--- src/rtl/ss_cal_mean_param.sv ---
// rtl/ss_cal_mean_param.sv - accumulates 2^len samples, emits the full sum and the rounded mean
module ss_cal_mean_param #(
    parameter int SIZE_DATA    = 8,
    parameter int MAX_LEN_LOG2 = 4,
    parameter int LEN_W        = $clog2(MAX_LEN_LOG2 + 1)
) (
    input  logic                            i_clk,
    input  logic                            i_rst_n,
    input  logic                            i_start_cal_sum,
    input  logic [LEN_W-1:0]                i_len_log2,
    input  logic                            i_signed,
    input  logic                            i_en_cal_sum,
    input  logic [SIZE_DATA-1:0]            i_data,
    input  logic                            i_en_out_sum,
    output logic                            o_en_next_value,
    output logic [SIZE_DATA+MAX_LEN_LOG2-1:0] o_sum,
    output logic [SIZE_DATA-1:0]            o_mean,
    output logic                            o_busy,
    output logic                            o_done
);

    localparam int ACC_W = SIZE_DATA + MAX_LEN_LOG2;
    localparam int CNT_W = MAX_LEN_LOG2 + 1;

    localparam logic [2:0] S_IDLE     = 3'd0;
    localparam logic [2:0] S_ACC      = 3'd1;
    localparam logic [2:0] S_CALC     = 3'd2;
    localparam logic [2:0] S_WAIT_OUT = 3'd3;
    localparam logic [2:0] S_DONE     = 3'd4;

    logic [2:0]           state_q, state_d;
    logic [LEN_W-1:0]     len_q, len_d;
    logic                 sgn_q, sgn_d;
    logic [ACC_W-1:0]     acc_q, acc_d;
    logic [CNT_W-1:0]     cnt_q, cnt_d;
    logic [SIZE_DATA-1:0] mean_int_q, mean_int_d;
    logic [ACC_W-1:0]     sum_q, sum_d;
    logic [SIZE_DATA-1:0] mean_q, mean_d;

    logic [LEN_W-1:0]     len_clamped;
    logic [ACC_W-1:0]     data_ext;
    logic [CNT_W-1:0]     cnt_inc;
    logic [CNT_W-1:0]     n_target;
    logic [ACC_W:0]       rnd;
    logic [ACC_W:0]       rsum;
    logic signed [ACC_W:0] shr_s;
    logic [ACC_W:0]       shr_u;
    logic                 take_sample;

    assign o_en_next_value = (state_q == S_ACC);
    assign o_busy          = (state_q != S_IDLE);
    assign o_done          = (state_q == S_DONE);
    assign o_sum           = sum_q;
    assign o_mean          = mean_q;

    assign take_sample = o_en_next_value && i_en_cal_sum;

    always_comb begin
        len_clamped = i_len_log2;
        if (i_len_log2 > LEN_W'(MAX_LEN_LOG2)) begin
            len_clamped = LEN_W'(MAX_LEN_LOG2);
        end
        data_ext = sgn_q ? {{MAX_LEN_LOG2{i_data[SIZE_DATA-1]}}, i_data}
                         : {{MAX_LEN_LOG2{1'b0}}, i_data};
        cnt_inc  = cnt_q + CNT_W'(1);
        n_target = CNT_W'(1) << len_q;
    end

    // One guard bit above the accumulator keeps acc+rnd exact in both modes;
    // the signed and unsigned shifts are kept apart so each keeps its own signedness.
    always_comb begin
        rnd = '0;
        if (len_q != '0) begin
            rnd = (ACC_W + 1)'(1) << (len_q - LEN_W'(1));
        end
        rsum  = {sgn_q & acc_q[ACC_W-1], acc_q} + rnd;
        shr_s = $signed(rsum) >>> len_q;
        shr_u = rsum >> len_q;
    end

    always_comb begin
        state_d    = state_q;
        len_d      = len_q;
        sgn_d      = sgn_q;
        acc_d      = acc_q;
        cnt_d      = cnt_q;
        mean_int_d = mean_int_q;
        sum_d      = sum_q;
        mean_d     = mean_q;

        // A start from any state begins a fresh run; a pending result is dropped.
        if (i_start_cal_sum) begin
            len_d   = len_clamped;
            sgn_d   = i_signed;
            acc_d   = '0;
            cnt_d   = '0;
            state_d = S_ACC;
        end else begin
            case (state_q)
                S_IDLE: state_d = S_IDLE;
                S_ACC: begin
                    if (take_sample) begin
                        acc_d = acc_q + data_ext;
                        cnt_d = cnt_inc;
                        if (cnt_inc == n_target) begin
                            state_d = S_CALC;
                        end
                    end
                end
                S_CALC: begin
                    mean_int_d = sgn_q ? SIZE_DATA'(shr_s) : SIZE_DATA'(shr_u);
                    state_d    = S_WAIT_OUT;
                end
                S_WAIT_OUT: begin
                    if (i_en_out_sum) begin
                        sum_d   = acc_q;
                        mean_d  = mean_int_q;
                        state_d = S_DONE;
                    end
                end
                S_DONE:  state_d = S_IDLE;
                default: state_d = S_IDLE;
            endcase
        end
    end

    always_ff @(posedge i_clk or negedge i_rst_n) begin
        if (!i_rst_n) begin
            state_q    <= S_IDLE;
            len_q      <= '0;
            sgn_q      <= 1'b0;
            acc_q      <= '0;
            cnt_q      <= '0;
            mean_int_q <= '0;
            sum_q      <= '0;
            mean_q     <= '0;
        end else begin
            state_q    <= state_d;
            len_q      <= len_d;
            sgn_q      <= sgn_d;
            acc_q      <= acc_d;
            cnt_q      <= cnt_d;
            mean_int_q <= mean_int_d;
            sum_q      <= sum_d;
            mean_q     <= mean_d;
        end
    end

endmodule

--- config.mk ---
export PLATFORM = sky130hd
export DESIGN_NAME = ss_cal_mean_param
export DESIGN_NICKNAME = d
export VERILOG_FILES = /design/src/rtl/ss_cal_mean_param.sv
export SDC_FILE = /design/constraint.sdc
export NUM_CORES = 1
export LEC_CHECK = 0
export BUFFER_PORTS_ARGS = -buffer_cell sky130_fd_sc_hd__clkbuf_2
export CAP_MARGIN = 20
export CORE_UTILIZATION = 40
export CTS_CLUSTER_DIAMETER = 100
export CTS_CLUSTER_SIZE = 12
export DETAILED_ROUTE_END_ITERATION = 8
export HOLD_SLACK_MARGIN = 0.08
export PLACE_DENSITY_LB_ADDON = 0.3
export REMOVE_ABC_BUFFERS = 1
export SYNTH_ARGS = -nofsm -noshare
export SYNTH_HDL_FRONTEND = slang
export SYNTH_SLANG_ARGS = --single-unit
--- constraint.sdc ---
create_clock -name i_clk -period 3.5 [get_ports i_clk]
set_clock_uncertainty 0.2 [all_clocks]
set_input_delay 0.7 -clock i_clk [delete_from_list [all_inputs] [get_ports i_clk]]
set_output_delay 0.7 -clock i_clk [all_outputs]
set_load 0.005 [all_outputs]
==> results of run 1 <==
cell usage in the layout (no fill, tap or decap), types with 6 or more instances in the layout:
cell                       instances
sky130_fd_sc_hd__a21o_1            8
sky130_fd_sc_hd__nor2b_1           6
sky130_fd_sc_hd__nand2_1          37
sky130_fd_sc_hd__clkbuf_2         39
sky130_fd_sc_hd__a21oi_1          19
sky130_fd_sc_hd__buf_4            10
sky130_fd_sc_hd__o21ai_0          24
sky130_fd_sc_hd__nor3_1            6
sky130_fd_sc_hd__xor2_1           11
sky130_fd_sc_hd__xnor2_1           9
sky130_fd_sc_hd__mux2i_1          12
sky130_fd_sc_hd__mux2_2           21
sky130_fd_sc_hd__dfrtp_1          52
sky130_fd_sc_hd__nor2_1           26
sky130_fd_sc_hd__or3_1             6
sky130_fd_sc_hd__ha_1             20
sky130_fd_sc_hd__inv_1             9
sky130_fd_sc_hd__o21ai_1           9
sky130_fd_sc_hd__a211oi_1          9
area by class of cell:
cell class,count,area (sq um)
clock buffer,5,68.8
tap,108,135
timing repair buffer,49,270
sequential,52,1300
clock inverter,3,18.8
multi-input combinational,306,2210
fill,863,4680
inverter,10,37.5
flip-flops by register name, indices dropped and copies added, names as in the netlist:
register,count
mean_int_q,8
state_q,3
o_mean,8
o_sum,12
cnt_q,5
acc_q,12
len_q,3
sgn_q,1
power breakdown:
part / internal, mW / switching, mW / leakage (nW)
combinational: 0.353 / 0.415 / 1.19
sequential: 0.718 / 0.112 / 0.702
clock: 0.140 / 0.208 / 0.0479
routing by layer:
metal  part of all wire (%)  up-vias  global-route usage [%]
met2                     47       63                    34.1
met1                     47     1501                    26.1
met3                    3.5       15                    2.96
met5                      0        -                       0
met4                    1.9        0                    5.40
li1                       -     1503                       -
logic make-up after synthesis:
kind of cell	count (synthesis)	share of synthesized area, %
XOR/XNOR	20	4.85
adder cells (fa/ha/maj)	22	8.04
buffers and inverters	25	2.70
multiplexers	34	10.5
AO/OA/AOI/OAI	119	23.1
flip-flops	52	36.0
AND/OR/NAND/NOR	110	14.7
other	1	0.104
worst max-delay path: cells and delay by family, from the launching register on:
kind / cells / cell delay (ns)
adder cells (fa/ha/maj): 2 / 0.70
flip-flops: 1 / 0.65
AND/OR/NAND/NOR: 2 / 0.22
AO/OA/AOI/OAI: 5 / 1.18
XOR/XNOR: 1 / 0.21
worst paths after layout:
kind,end,depth (start not counted)
max in group asynchronous,mean_int_q[1]$_DFFE_PN0P_,2
min reg2reg,mean_int_q[1]$_DFFE_PN0P_,2
min,o_mean[1]$_DFFE_PN0P_,1
max reg2reg,mean_int_q[5]$_DFFE_PN0P_,10
min in group i_clk,mean_int_q[1]$_DFFE_PN0P_,2
max,mean_int_q[5]$_DFFE_PN0P_,10
==> summary.md, run 1 <==
| Metric | Value |
|---|---|
| Result of the run | finished clean |
| Critical-path cell with the highest stage delay | sky130_fd_sc_hd__dfrtp_1 |
| Count of input and output buffers | 39 |
| Design Power | 1.95 mW |
| Cell mode on critical path | sky130_fd_sc_hd__o21ai_1 |
| Detailed Route WL | a little under 9000 um |
| Most common cell in the synthesized netlist | sky130_fd_sc_hd__dfrtp_1 |
| Die height | ~97 um |
| Count of maximum capacitance violations | 0 |
| HPWL after detailed placement | 6800 um |
| Core region area | just under 9000 sq um |
| Final weighted congestion of routability-driven global placement | between 0.8 and 0.9 |
| Final setup violation count | 0 |
| Count of unresolved DRC violations after routing | 0 |
| Total negative slack | 0 ns |
| Highest cell delay on the worst timing path | roughly 0.65 ns |
| Initial antenna violation count | 0 |
| Grt ovf | 0 |
| # diodes | 0 |
| Asr flop ratio synth | 100% |
| Register clock-pin slew on the reported worst setup and hold paths | 0.09 ns |
| Max-Slew Margin vs Limit | between 50% and 60% |
| Top-level port count | 40 |
| Fmax | 309 MHz |
| Sequential share of the synthesized area | 36.0% |
| Via count of the first global-routing pass | between 3000 and 4000 |
| Number of rows in the core area | 34 |
| List of cells traversed by the critical path | nor2_1 > ha_1 > fa_1 > a21oi_1 > o21ai_1 > o21ai_1 > xnor2_1 > a221oi_2 > nand2_1 > a41oi_1 |
| Register-to-Register Setup Slack | roughly 0.26 ns |
| Yosys cell types | 67 |
| Clock Path Buffers | 2 |
| Crit Path Category | reg2reg |
| Wire length of the first global-routing pass | between 15000 and 20000 um |
| Count of instances resized after the clock tree is built | 0 |
| Most used flip-flop cell after synthesis | sky130_fd_sc_hd__dfrtp_1 |
| Clock insertion delay at the later pin of the skew report | ~0.31 ns |
| Placed inst area | between 3000 and 4000 sq um |
| Clock tree from TritonCTS | yes |
| CP Data Arrival Time | ~3.3 ns |
| Most used standard cells in the synthesized netlist | sky130_fd_sc_hd__dfrtp_1 (52), sky130_fd_sc_hd__nand2_1 (37), sky130_fd_sc_hd__nor2_1 (27) |
| Number of buffers inserted by post-CTS setup repair | 0 |
| Final min period | about 3.2 ns |
| Hold Path Class | in2async |
| Per-cell routed wire length | between 15 and 20 um |
| Post-Place Setup Slack | 0.316 ns |
| CP endpoint kind | flip-flop |
| Post-route ant nets | 0 |
| Power density over the cells | approximately 480 nW/um^2 |
| Static power due to leakage | roughly 1.9 nW |
| Worst setup SP type | flip-flop |
| Total clock buffers created by CTS | 5 |
| Total via count after detailed routing | about 3000 |
| Final setup margin | ~0.26 ns |
| Post-layout instance count excluding filler cells | approximately 530 |
| Post-synth top area share | 36.0% |
| Hold Fails Final Rpt | 0 |
| Post-route design area | 4050 sq um |
| Number of cells after detailed placement | between 500 and 600 |
| Final net count | 463 |
| Setup repair after global routing missed its margin | false |
| Clock Tree Root | sky130_fd_sc_hd__clkbuf_8 |
| Top post-synthesis cells by area | sky130_fd_sc_hd__dfrtp_1 (36%), sky130_fd_sc_hd__ha_1 (6.9%), sky130_fd_sc_hd__mux2_2 (6.6%) |
| Netlist area before placement | between 3000 and 4000 sq um |
| Worst setup path start | len_q[2]$_DFFE_PN0P_ |
| Cells after synthesis | 383 |
| Total of warnings raised by yosys | 0 |
| Minimum hold slack | approximately 0.23 ns |
| Initial Utilization | approximately 41% |
| DRT iter0 DRCs | 180 |
| Maximum fanout count along the critical path | 14 |
| Total global-route track usage | around a fifth |
| TritonCTS Sinks | between 50 and 60 |
| Reg-to-Reg Start | len_q[2]$_DFFE_PN0P_ |
| Largest net degree at the start of global routing | 28 |
| Number of H-tree branching levels | 2 |
| VDD IR max | 0.000259 V |
| Vias per cell | 5.78 |
| EDFF count, synth | 0 |
| Slew at the pin closest to its max-slew limit | a little over 0.7 ns |
| Avg Cell Area, Syn | roughly 9.4 sq um |
| Die Span X | a little under 100 um |
| Number of optimization iterations in the first detailed-route pass | 4 |
| Cell type contributing the most total cell area after synthesis | sky130_fd_sc_hd__dfrtp_1 |
| Final Slew Violations | 0 |
| End-of-flow core utilization | a little under half |
| Syn-to-layout area delta | 12.1% |
| Share of post-route cells with drive strength above 1 | roughly a fifth |
| Number of register bits inferred by synthesis | 52 |
| Die area | ~9400 sq um |
| Ratio of final minimum period to clock period | between 90% and 100% |
| Required time reported for the critical path endpoint | between 3 and 4 ns |
| Hold buffer count at CTS | 0 |
(Power assumes the default switching activity.)
==> run 2: changes to the inputs <==
--- a/config.mk
+++ b/config.mk
@@ -7,6 +7,7 @@
 export LEC_CHECK = 0
 export BUFFER_PORTS_ARGS = -buffer_cell sky130_fd_sc_hd__clkbuf_2
 export CAP_MARGIN = 20
+export CORE_ASPECT_RATIO = 0.5
 export CORE_UTILIZATION = 40
 export CTS_CLUSTER_DIAMETER = 100
 export CTS_CLUSTER_SIZE = 12
==> summary.md, run 2 (synthesis results as in run 1) <==
| Metric | Value |
|---|---|
| Maximum fanout count along the critical path | 9 |
| Final weighted congestion of routability-driven global placement | 0.892 |
| Count of input and output buffers | 39 |
| Share of post-route cells with drive strength above 1 | 20.8% |
| DRT iter0 DRCs | approximately 230 |
| Register-to-Register Setup Slack | approximately 0.29 ns |
| Per-cell routed wire length | between 15 and 20 um |
| Count of maximum capacitance violations | 0 |
| Power density over the cells | about 500 nW/um^2 |
| FILL cells | approximately 860 |
| Total global-route track usage | ~20% |
| Grt ovf | 0 |
| Via count of the first global-routing pass | around 2900 |
| Wire length of the first global-routing pass | approximately 15000 um |
| Static power due to leakage | ~2.0 nW |
| VDD IR max | roughly 0.00021 V |
| Total via count after detailed routing | approximately 3000 |
| Total negative slack | 0 ns |
| CP Data Arrival Time | between 3 and 4 ns |
| Critical-path cell with the highest stage delay | sky130_fd_sc_hd__dfrtp_1 |
| Highest cell delay on the worst timing path | between 0.4 and 0.5 ns |
| Result of the run | finished clean |
| Number of optimization iterations in the first detailed-route pass | 4 |
| CP endpoint kind | flip-flop |
| Hold Fails Final Rpt | 0 |
| TritonCTS Sinks | 52 |
| Cell mode on critical path | sky130_fd_sc_hd__a21oi_1 |
| Final setup violation count | 0 |
| Final Slew Violations | 0 |
| Design Power | between 2 and 2.5 mW |
| Syn-to-layout area delta | 14.5% |
| List of cells traversed by the critical path | nand2b_1 > nor2_1 > ha_1 > a211oi_2 > o211ai_2 > a41o_1 > a211oi_1 > mux2i_1 > a21oi_1 > a21oi_1 |
| Sequential power share | about 40% |
| Post-route ant nets | 0 |
| Number of buffers inserted by post-CTS setup repair | 0 |
| Hold Path Class | in2async |
| HPWL after detailed placement | between 6000 and 7000 um |
| Buffer and inverter count on the worst path | 0 |
| Hold buffer count at CTS | 0 |
| Initial Utilization | between 40% and 50% |
| Die height | ~69 um |
| Number of rows in the core area | 24 |
| Clk network pwr share | 23.3% |
| Switching power of the nets | approximately 0.75 mW |
| Max-Slew Margin vs Limit | a little under half |
| Final min period | approximately 3.2 ns |
| Core region area | a little under 9000 sq um |
| Placed inst area | approximately 4000 sq um |
| Number of H-tree branching levels | 2 |
| Slew at the pin closest to its max-slew limit | roughly 0.79 ns |
| Initial antenna violation count | 0 |
| Crit Path Category | reg2reg |
| Setup repair after global routing missed its margin | false |
| Clock Tree Root | sky130_fd_sc_hd__clkbuf_16 |
| Category of cells accounting for the largest share of critical-path delay | compound AO/OA/AOI/OAI gates |
| Die Span X | 136 um |
| Detailed Route WL | around 8500 um |
| Count of unresolved DRC violations after routing | 0 |
| Clock insertion delay at the later pin of the skew report | roughly 0.30 ns |
| Die area | 9430 sq um |
| Largest net degree at the start of global routing | 22 |
| Total clock buffers created by CTS | 5 |
| Worst setup SP type | flip-flop |
| Ratio of final minimum period to clock period | around nine tenths |
| Required time reported for the critical path endpoint | approximately 3.5 ns |
| Final net count | about 470 |
| Count of instances resized after the clock tree is built | 0 |
| Post-route design area | 4130 sq um |
| # diodes | 0 |
| Clock Path Buffers | 2 |
| Most used cells in the layout excluding fill and tap cells | sky130_fd_sc_hd__dfrtp_1 (52), sky130_fd_sc_hd__clkbuf_2 (39), sky130_fd_sc_hd__nand2_1 (37), sky130_fd_sc_hd__nor2_1 (26), sky130_fd_sc_hd__o21ai_0 (24) |
| Leading cell type in the layout, fill and taps excluded | sky130_fd_sc_hd__dfrtp_1 |
| Portion of total power attributed to combinational logic | around 37% |
| Fmax | slightly above 300 MHz |
| Top-level port count | 40 |
| Switching Fraction | 35.9% |
| Register clock-pin slew on the reported worst setup and hold paths | about 0.07 ns |
| Vias per cell | about 5.6 |
| Internal portion of total power | around 1.3 mW |
| Clock tree from TritonCTS | yes |
-- run 2: final cells by class --
| cell class | count | area [sq um] | share of cell area, % |
|---|---|---|---|
| inverters | 10 | 37.5 | 0.908 |
| well taps | 117 | 146 | 3.54 |
| repair buffers | 52 | 293 | 7.08 |
| clock buffers | 6 | 129 | 3.12 |
| multi-input cells | 306 | 2210 | 53.5 |
| clock inverters | 2 | 13.8 | 0.333 |
| flip-flops and latches | 52 | 1300 | 31.5 |
-- run 2: through the flow --
stage / setup WS (ns) / hold WS, ns / std cells / utilization, %
after floorplan: 0.436 / 0.204 / 368 / -
after global placement: 0.262 / 0.268 / 537 / 45.7
after detailed placement: 0.271 / 0.285 / 537 / 45.7
after CTS: 0.267 / 0.221 / 545 / 47.3
after global routing: 0.00350 / 0.236 / 545 / 47.3
final: 0.293 / 0.191 / 545 / 47.3
-- run 2: path summary, 6_finish.rpt --
path                                             endpoint                 startpoint  cells past startpoint
worst max-delay path            mean_int_q[0]$_DFFE_PN0P_       len_q[2]$_DFFE_PN0P_                     10
worst min-delay path               state_q[0]$_DFFE_PN0P_                    i_rst_n                      1
worst max register to register  mean_int_q[0]$_DFFE_PN0P_       len_q[2]$_DFFE_PN0P_                     10
worst min register to register  mean_int_q[2]$_DFFE_PN0P_  mean_int_q[2]$_DFFE_PN0P_                      2
max in group asynchronous            o_sum[0]$_DFFE_PN0P_                    i_rst_n                      2
min in group i_clk              mean_int_q[2]$_DFFE_PN0P_  mean_int_q[2]$_DFFE_PN0P_                      2
-- run 2: per-layer routing --
metal	GRT usage (%)	share of wire (%)	routed length, um
met1	31.2	52	4470
met2	28.7	42	3560
met3	3.58	5.4	460
met4	3.33	0.46	39
met5	0	0	0
-- run 2: power groups by stage --
stage               registers (mW)  clock network, mW  logic (mW)
floorplan                    0.815                  0       0.545
global placement             0.841                  0       0.762
detailed placement           0.847                  0       0.762
CTS                          0.836              0.501       0.767
global route                 0.856              0.535       0.864
finish                       0.836              0.487       0.766
==> run 3: changes to the inputs <==
--- a/config.mk
+++ b/config.mk
@@ -9,6 +9,7 @@
 export CAP_MARGIN = 20
 export CORE_ASPECT_RATIO = 0.5
 export CORE_UTILIZATION = 40
+export CTS_BUF_LIST = sky130_fd_sc_hd__clkbuf_2
 export CTS_CLUSTER_DIAMETER = 100
 export CTS_CLUSTER_SIZE = 12
 export DETAILED_ROUTE_END_ITERATION = 8
==> constraint.sdc (replaced) <==
create_clock -name i_clk -period 2.85 [get_ports i_clk]
set_clock_uncertainty 0.2 [all_clocks]
set_input_delay 0.57 -clock i_clk [delete_from_list [all_inputs] [get_ports i_clk]]
set_output_delay 0.57 -clock i_clk [all_outputs]
set_load 0.005 [all_outputs]
==> summary.md, run 3 (synthesis results as in run 1) <==
| Metric | Value |
|---|---|
| Result of the run | complete, but fails checks |
| Violations in the final reports | setup timing |
| Power density over the cells | approximately 540 nW/um^2 |
| Die area | roughly 9400 sq um |
| Register-to-Register Setup Slack | -0.03 ns |
| Category of cells accounting for the largest share of critical-path delay | compound AO/OA/AOI/OAI gates |
| # diodes | 0 |
| DRT iter0 DRCs | 210 |
| Final Slew Violations | 0 |
| End point of the critical path | mean_int_q[1]$_DFFE_PN0P_ |
| CP endpoint kind | flip-flop |
| Required time reported for the critical path endpoint | about 3.1 ns |
| Reg-to-Reg Start | len_q[1]$_DFFE_PN0P_ |
| Final net count | 514 |
| Number of rows in the core area | 24 |
| Buffer and inverter count on the worst path | 2 |
| Detailed Route WL | between 9000 and 10000 um |
| Static power due to leakage | roughly 2.2 nW |
| Max-Slew Margin vs Limit | between 30% and 40% |
| Vias per cell | between 5 and 6 |
| List of cells traversed by the critical path | buf_4 > nand2_2 > nor2_2 > ha_4 > nor2b_1 > a221oi_1 > nand3_2 > buf_4 > o21ai_0 > a221oi_2 > mux2i_1 > o21ai_1 |
| Minimum hold slack | approximately 0.15 ns |
| Setup repair after global routing missed its margin | true |
| Most used cells in the layout excluding fill and tap cells | sky130_fd_sc_hd__buf_4 (55), sky130_fd_sc_hd__dfrtp_1 (50), sky130_fd_sc_hd__clkbuf_2 (44), sky130_fd_sc_hd__nand2_1 (33), sky130_fd_sc_hd__o21ai_0 (23) |
| Worst setup path start | len_q[1]$_DFFE_PN0P_ |
| Total via count after detailed routing | approximately 3300 |
| Total global-route track usage | 20.9% |
| Share of post-route cells with drive strength above 1 | roughly two fifths |
| Slew at the pin closest to its max-slew limit | 1.03 ns |
| Initial antenna violation count | 0 |
| Clock insertion delay at the later pin of the skew report | between 0.5 and 0.6 ns |
| Final min period | around 2.9 ns |
| Top-level port count | 40 |
| Via count of the first global-routing pass | just over 3000 |
| Final setup margin | -0.0345 ns |
| Initial Utilization | 41.3% |
| Total negative slack | -0.0388 ns |
| Hold Path Class | in2reg |
| Clock Tree Root | sky130_fd_sc_hd__clkbuf_2 |
| End-of-flow core utilization | 54.9% |
| Highest cell delay on the worst timing path | approximately 0.50 ns |
| Post-route ant nets | 0 |
| TritonCTS Sinks | 52 |
| Grt ovf | 0 |
| Worst setup SP type | flip-flop |
| Hold Fails Final Rpt | 0 |
| CP Data Arrival Time | 3.08 ns |
| Total clock buffers created by CTS | 5 |
| Cell mode on critical path | sky130_fd_sc_hd__buf_4 |
| HPWL after detailed placement | 6850 um |
| Ratio of final minimum period to clock period | 101% |
| Fmax | between 300 and 400 MHz |
| Cell depth of the worst setup path | 12 |
| Core region area | around 9000 sq um |
| Count of unresolved DRC violations after routing | 0 |
| Clock Path Buffers | 2 |
| Register clock-pin slew on the reported worst setup and hold paths | a little over 0.3 ns |
| Crit Reg-Reg Endpoint | mean_int_q[1]$_DFFE_PN0P_ |
| Die height | 69.2 um |
| Wire length of the first global-routing pass | around 15000 um |
| Number of cells on the worst reg-to-reg path | 12 |
| Clock tree from TritonCTS | yes |
| Final setup violation count | 2 |
| Crit Path Category | reg2reg |
| Largest net degree at the start of global routing | 53 |
| Number of H-tree branching levels | 2 |
| Die Span X | around 140 um |
| Syn-to-layout area delta | 33.0% |
| FILL cells | 746 |
| Maximum fanout count along the critical path | 5 |
| Per-cell routed wire length | between 15 and 20 um |
| Final weighted congestion of routability-driven global placement | roughly 0.9 |
| Leading cell type in the layout, fill and taps excluded | sky130_fd_sc_hd__buf_4 |
| Count of maximum capacitance violations | 0 |
| VDD IR max | approximately 0.0002 V |
| Number of optimization iterations in the first detailed-route pass | 5 |
| Count of input and output buffers | 39 |
| Critical-path cell with the highest stage delay | sky130_fd_sc_hd__dfrtp_2 |
[run 3: cell types whose count changed in the layout (fill, tap and decap cells not counted), moves of 5 or more]
| cell | previous run | this run |
|---|---|---|
| sky130_fd_sc_hd__clkbuf_16 | 5 | 0 |
| sky130_fd_sc_hd__ha_1 | 20 | 13 |
| sky130_fd_sc_hd__buf_4 | 13 | 55 |
| sky130_fd_sc_hd__a21oi_1 | 19 | 14 |
| sky130_fd_sc_hd__nor2_1 | 26 | 18 |
| sky130_fd_sc_hd__clkbuf_2 | 39 | 44 |
| sky130_fd_sc_hd__nor2_4 | 0 | 5 |
| sky130_fd_sc_hd__o21ai_1 | 9 | 3 |
| sky130_fd_sc_hd__ha_4 | 0 | 7 |
[run 3: cell type report]
cell class	count	area, sq um	area share (%)
tap	117	146	3.05
clock buffer	5	25.0	0.521
inverter	10	40.0	0.834
multi-input combinational	306	2590	54.0
clock inverter	3	21.3	0.443
timing repair buffer	100	671	14.0
sequential	52	1300	27.2
[run 3: repair_timing]
item | CTS | global route
resized for setup | 19 | 58
endpoints found under the setup margin | 8 | 8
setup buffers | 7 | 2
hold buffers | 3 | 1
pin swaps | 13 | 30
endpoints found under the hold margin | 54 | 1
[run 3: where the power goes]
part | internal (mW) | total (mW) | switching (mW)
Clock | 0.0620 | 0.326 | 0.264
Combinational | 0.619 | 1.25 | 0.635
Sequential | 0.882 | 1.01 | 0.132
Total | 1.56 | 2.59 | 1.03
[run 3: per-stage QoR]
stage	cell area (sq um)	total power [mW]	cells	worst slack, ns
global route	4800	2.77	593	-0.101
global placement	4250	2.07	572	-0.127
detailed placement	4250	2.08	572	-0.178
CTS	4460	2.45	590	-0.0257
floorplan	3550	1.67	368	-0.214
finish	4800	2.59	593	-0.0345
[run 3: worst reg2reg max path: stages (launching register included)]
cell and delay (ns):
sky130_fd_sc_hd__dfrtp_2 0.50, sky130_fd_sc_hd__buf_4 0.14, sky130_fd_sc_hd__nand2_2 0.09, sky130_fd_sc_hd__nor2_2 0.17, sky130_fd_sc_hd__ha_4 0.24, sky130_fd_sc_hd__nor2b_1 0.15, sky130_fd_sc_hd__a221oi_1 0.35, sky130_fd_sc_hd__nand3_2 0.16
sky130_fd_sc_hd__buf_4 0.16, sky130_fd_sc_hd__o21ai_0 0.21, sky130_fd_sc_hd__a221oi_2 0.08, sky130_fd_sc_hd__mux2i_1 0.22, sky130_fd_sc_hd__o21ai_1 0.10
[run 3: how the worst min path moves through the flow]
stage	start	to	slack (ns)	depth (start not counted)
2_1_floorplan	i_rst_n	acc_q[0]$_DFFE_PN0P_	0.07	0
3_3_place_gp	mean_int_q[1]$_DFFE_PN0P_	mean_int_q[1]$_DFFE_PN0P_	0.27	2
3_5_place_dp	mean_int_q[1]$_DFFE_PN0P_	mean_int_q[1]$_DFFE_PN0P_	0.27	2
4_1_cts	i_len_log2[1]	len_q[1]$_DFFE_PN0P_	0.08	3
5_1_grt	i_start_cal_sum	acc_q[11]$_DFFE_PN0P_	0.14	3
6_report	i_len_log2[0]	len_q[0]$_DFFE_PN0P_	0.15	3
[run 3: routing by layer]
metal  GRT usage, %  up-vias  part of all wire (%)
met2           29.6       85                    44
met4           4.94        0                  0.82
met5              0        -                     0
li1               -     1600                     -
met3           3.73        7                   4.5
met1           32.6     1598                    51
